$ cat src/rtl/ram_port_arbiter_if.sv
// Requester-side bundle for the shared RAM port arbiter.
// master = requesters, slave = arbiter.
interface ram_port_arbiter_if #(
    parameter int DATA_WIDTH = 8,
    parameter int ADDR_WIDTH = 4,
    parameter int NUM_REQ    = 2
);
    logic [NUM_REQ-1:0]            req;
    logic [NUM_REQ-1:0]            req_we;
    logic [NUM_REQ*ADDR_WIDTH-1:0] req_addr;
    logic [NUM_REQ*DATA_WIDTH-1:0] req_din;
    logic [NUM_REQ-1:0]            gnt;
    logic [NUM_REQ-1:0]            rvalid;
    logic [DATA_WIDTH-1:0]         rdata;

    modport master (
        output req, req_we, req_addr, req_din,
        input  gnt, rvalid, rdata
    );

    modport slave (
        input  req, req_we, req_addr, req_din,
        output gnt, rvalid, rdata
    );
endinterface

$ cat src/rtl/ram_port_arbiter.sv
// Round-robin arbiter sharing one single-port synchronous RAM
// among NUM_REQ requesters, with per-requester read strobes.
module ram_port_arbiter #(
    parameter int DATA_WIDTH = 8,
    parameter int ADDR_WIDTH = 4,
    parameter int NUM_REQ    = 2
) (
    input  logic                  clk,
    input  logic                  rst,
    ram_port_arbiter_if.slave     rq,
    output logic                  ram_we,
    output logic [ADDR_WIDTH-1:0] ram_addr,
    output logic [DATA_WIDTH-1:0] ram_din,
    input  logic [DATA_WIDTH-1:0] ram_dout
);
    localparam int IW = $clog2(NUM_REQ);

    logic [IW-1:0] prio_q, prio_d;
    logic          rd_pend_q, rd_pend_d;
    logic [IW-1:0] rd_id_q, rd_id_d;

    logic          found;
    logic [IW-1:0] win;

    // Scan from prio upward with wrap-around; first asserted request wins.
    always_comb begin
        logic [IW:0] idx;
        found = 1'b0;
        win   = '0;
        idx   = '0;
        if (!rst) begin
            for (int k = 0; k < NUM_REQ; k++) begin
                idx = {1'b0, prio_q} + (IW+1)'(k);
                if (idx >= (IW+1)'(NUM_REQ)) begin
                    idx = idx - (IW+1)'(NUM_REQ);
                end
                if (!found && rq.req[idx[IW-1:0]]) begin
                    found = 1'b1;
                    win   = idx[IW-1:0];
                end
            end
        end
    end

    always_comb begin
        rq.gnt   = '0;
        ram_we   = 1'b0;
        ram_addr = '0;
        ram_din  = '0;
        for (int i = 0; i < NUM_REQ; i++) begin
            if (found && win == IW'(i)) begin
                rq.gnt[i] = 1'b1;
                ram_we    = rq.req_we[i];
                ram_addr  = rq.req_addr[i*ADDR_WIDTH +: ADDR_WIDTH];
                ram_din   = rq.req_din[i*DATA_WIDTH +: DATA_WIDTH];
            end
        end
    end

    always_comb begin
        prio_d    = prio_q;
        rd_pend_d = 1'b0;
        rd_id_d   = rd_id_q;
        if (found) begin
            prio_d    = (win == IW'(NUM_REQ-1)) ? '0 : win + 1'b1;
            rd_pend_d = !rq.req_we[win];
            rd_id_d   = win;
        end
    end

    always_ff @(posedge clk) begin
        if (rst) begin
            prio_q    <= '0;
            rd_pend_q <= 1'b0;
            rd_id_q   <= '0;
        end else begin
            prio_q    <= prio_d;
            rd_pend_q <= rd_pend_d;
            rd_id_q   <= rd_id_d;
        end
    end

    // Response of a read granted just before reset is dropped.
    always_comb begin
        rq.rvalid = '0;
        rq.rdata  = '0;
        if (!rst && rd_pend_q) begin
            rq.rdata = ram_dout;
            for (int i = 0; i < NUM_REQ; i++) begin
                rq.rvalid[i] = (rd_id_q == IW'(i));
            end
        end
    end
endmodule

$ cat src/flat_wrapper.sv
// flat-port wrapper written by rule: the top's interface ports become plain ports
module ram_port_arbiter_flat 
#(
    parameter int DATA_WIDTH = 8,
    parameter int ADDR_WIDTH = 4,
    parameter int NUM_REQ    = 2
)
  (clk, rst, ram_we, ram_addr, ram_din, ram_dout, rq_req, rq_req_we, rq_req_addr, rq_req_din, rq_gnt, rq_rvalid, rq_rdata);
  ram_port_arbiter_if #(.DATA_WIDTH(DATA_WIDTH), .ADDR_WIDTH(ADDR_WIDTH), .NUM_REQ(NUM_REQ)) rq_i ();
  input  logic clk;
  input  logic rst;
  output logic ram_we;
  output logic [ADDR_WIDTH-1:0] ram_addr;
  output logic [DATA_WIDTH-1:0] ram_din;
  input  logic [DATA_WIDTH-1:0] ram_dout;
  input wire logic [$bits(rq_i.req)-1:0] rq_req;
  input wire logic [$bits(rq_i.req_we)-1:0] rq_req_we;
  input wire logic [$bits(rq_i.req_addr)-1:0] rq_req_addr;
  input wire logic [$bits(rq_i.req_din)-1:0] rq_req_din;
  output wire logic [$bits(rq_i.gnt)-1:0] rq_gnt;
  output wire logic [$bits(rq_i.rvalid)-1:0] rq_rvalid;
  output wire logic [$bits(rq_i.rdata)-1:0] rq_rdata;
  assign rq_i.req = rq_req;
  assign rq_i.req_we = rq_req_we;
  assign rq_i.req_addr = rq_req_addr;
  assign rq_i.req_din = rq_req_din;
  assign rq_gnt = rq_i.gnt;
  assign rq_rvalid = rq_i.rvalid;
  assign rq_rdata = rq_i.rdata;
  ram_port_arbiter #(.DATA_WIDTH(DATA_WIDTH), .ADDR_WIDTH(ADDR_WIDTH), .NUM_REQ(NUM_REQ)) u_core (.clk(clk), .rst(rst), .rq(rq_i), .ram_we(ram_we), .ram_addr(ram_addr), .ram_din(ram_din), .ram_dout(ram_dout));
endmodule
$ cat config.mk
export PLATFORM = sky130hd
export DESIGN_NAME = ram_port_arbiter_flat
export DESIGN_NICKNAME = d
export VERILOG_FILES = /design/src/rtl/ram_port_arbiter_if.sv /design/src/rtl/ram_port_arbiter.sv /design/src/flat_wrapper.sv
export SDC_FILE = /design/constraint.sdc
export NUM_CORES = 1
export LEC_CHECK = 0
export CORE_MARGIN = 2
export CORE_UTILIZATION = 22
export CTS_CLUSTER_SIZE = 10
export DETAILED_ROUTE_END_ITERATION = 10
export HOLD_SLACK_MARGIN = 0.06
export PLACE_DENSITY = 0.77
export SLEW_MARGIN = 20
export SYNTH_ARGS = -nofsm -noshare
export SYNTH_HDL_FRONTEND = slang
export SYNTH_SLANG_ARGS = --single-unit
export TNS_END_PERCENT = 50
$ cat constraint.sdc
create_clock -name clk -period 1.5 [get_ports clk]
set_input_delay 0.3 -clock clk [delete_from_list [all_inputs] [get_ports clk]]
set_output_delay 0.3 -clock clk [all_outputs]
set_load 0.01 [all_outputs]
==> impl_metrics.ini <==
[clock_tree]
cts.sinks = 3
root_buffer = clkbuf_4
clk_latency_ns = 0.23
cts_buffers = 3
cts_max_level = 1
clk_pin_slew_ns = 0.04
cts_buffer_depth = 2
cts_tree = yes

[pwr]
p_comb_share_pct = 53.1
sw_frac_of_total_pct = 30.4
ir_drop_mv = 0.279
p_clk_share_pct = 28.7
p_switching_uw = 151
p_int_uw = 345
p_seq_share_pct = 18.2
p_leak_nw = 0.471
pwr_density_cell_nw_per_um2 = 481

[sta]
maxSlewViolCount = 0
fin_crit_sh_pct = 101
period_needed_ns = 1.52
relSlewSlack_pct = 88.1
fin_ws_ns = -0.0189
hold_violations = 0
setup-violations-final = 5
tightestPinTransition_ns = 0.176
rsz0062_at_grt = true
fin_skew_ns = 0.00197
clock.fmax_ghz = 0.658

[floorplanning]
rows = 15
coreArea_um2 = 1750
io-pin-count = 63
initial_core_util_pct = 23.4
die_y_um = 47.1
die-area_um2 = 2220
die_w_um = 47.1

[min_path]
hp-start = u_core.rd_id_q$_SDFFE_PP0P_
hold_depth = 2
worstHoldEndpoint = u_core.rd_id_q$_SDFFE_PP0P_
hold_path_class = reg -> reg

[grt]
grt-ovfl-total = 0
antenna_found_initial = 0
grt_use_total_pct = 19.6
grt_pass1_vias = 668
grt_pass1_wl_mm = 2.95
grt_max_degree = 20

[layout]
post-route-cell-area_um2 = 1030
final_util_pct = 59.1
final_layout_size_suffix_gt1_share_pct = 32.3
layout_common_cells = clkdlybuf4s50_1 (34), buf_2 (18), nor2_1 (15)
fin_nets = 166
syn_to_final_growth_pct = 152
insertedDiodeCount = 0
mostFrequentLayoutCell = clkdlybuf4s50_1

[placement]
portBuffers = 62
gp_congestion = 0.689
placed_area_um2 = 1090
pre_cts_slack_ns = -0.660

[route]
remaining_drc_errors = 0
ant_nets = 0
routed_via_density = 4.85
drt_pass1_iterations = 4
drtIter0Drc = 9
vias = 737
routedWlPerCell_um = 13.8
wl_mm = 2.10

[setup_path]
start_kind = flip-flop
critPathBufInv = 2
end_kind = output port
reg2reg_depth = 4
cp.arrival_ns = 1.22
crit_chain = a21boi_4 -> buf_6 -> a32oi_1 -> nor2_1 -> buf_2
crit_fanout = 8
r2r_slack_ns = 0.47
crit_required_ns = 1.20
crit_cells = 5
critPathLaunch = u_core.prio_q$_SDFFE_PP0P_
r2r_end = u_core.rd_pend_q$_SDFF_PP0_
timing.rr.start = u_core.prio_q$_SDFFE_PP0P_
slowest_stage = dfxtp_4
path_class = reg -> out
crit_family = flip-flops
slowest_delay_ns = 0.35

[yosys]
synth-seq-cells = 3
syn_area_per_cell_um2 = 7.18
yosys_warnings = 0
synth.distinct_cells = 14
ys_seq_area_share_pct = 14.7
syn_area_um2 = 409
synthesis.instances = 57
syn-num-nets = 95

[outcome]
violations = negative setup slack
status = complete, but fails checks

[flow_run]
max-cap-violations = 0
==> worst min-delay path, delay by kind of cell, from the launching register on <==
| family | cells | cell delay (ns) |
|---|---|---|
| flops | 1 | 0.31 |
| compound gates | 1 | 0.06 |
| simple gates | 1 | 0.07 |
==> what timing repair did <==
action	4_1_cts	5_1_grt
pin swaps	7	12
gates resized for setup	97	11
gates cloned	2	0
buffers inserted	2	0
setup endpoints to repair	25	25
hold endpoints to repair	0	0
hold buffers	0	0
==> power groups by stage <==
stage / Clock (mW) / Sequential, mW / Combinational (mW)
floorplan: 0 / 0.0902 / 0.0970
global placement: 0 / 0.0910 / 0.279
detailed placement: 0 / 0.0911 / 0.283
CTS: 0.148 / 0.0901 / 0.288
global route: 0.159 / 0.0914 / 0.280
finish: 0.142 / 0.0901 / 0.263
==> through the flow <==
stage	hold slack, ns	TNS (ns)	total power, mW	cells
finish	0.482	-0.0619	0.496	152
global route	0.522	-0.755	0.530	152
CTS	0.486	-0.586	0.526	154
detailed placement	0.479	-13.99	0.374	146
global placement	0.483	-13.35	0.370	146
floorplan	0.401	0	0.187	57
==> cell usage after synthesis, drive strengths merged <==
library cell | count | area (µm²)
a21boi | 1 | 18.8
nand2b | 3 | 26.3
o31ai | 1 | 7.51
nand2 | 2 | 7.51
a21oi | 2 | 10.0
dfxtp | 3 | 60.1
nor2 | 15 | 56.3
and2 | 9 | 56.3
buf | 5 | 33.8
a32oi | 13 | 114
nor2b | 3 | 18.8
==> worst max-delay path by stage <==
stage / endpoint / slack, ns
final: ram_din[5] / -0.02
after global routing: ram_din[2] / -0.11
after CTS: ram_addr[2] / -0.07
after detailed placement: ram_addr[2] / -0.66
after global placement: ram_din[5] / -0.63
after floorplan: ram_addr[0] / 0.26
==> per-layer routing <==
layer,global-route usage (%),wire (µm)
met3,6.15,226
met2,33.4,998
met1,20.9,825
met4,12.2,51
met5,0,0
==> cells by family (layout without fill, tap and decap cells) <==
group	count (synthesis)	count (layout)	share of synthesized area (%)
compound gates	17	17	36.7
buf+inv	5	74	8.26
flops	3	3	14.7
simple gates	32	33	40.4
==> layout make-up <==
type	count	area, µm²
Clock buffer	4	26.3
Fill cell	170	714
Multi-Input combinational cell	50	337
Sequential cell	3	63.8
Tap cell	25	31.3
Timing Repair Buffer	70	573
==> state kept, by name, indices dropped and copies added (netlist names) <==
name and count:
u_core.prio_q 1, u_core.rd_id_q 1, u_core.rd_pend_q 1
No activity file was read; power rests on OpenSTA's default activity.
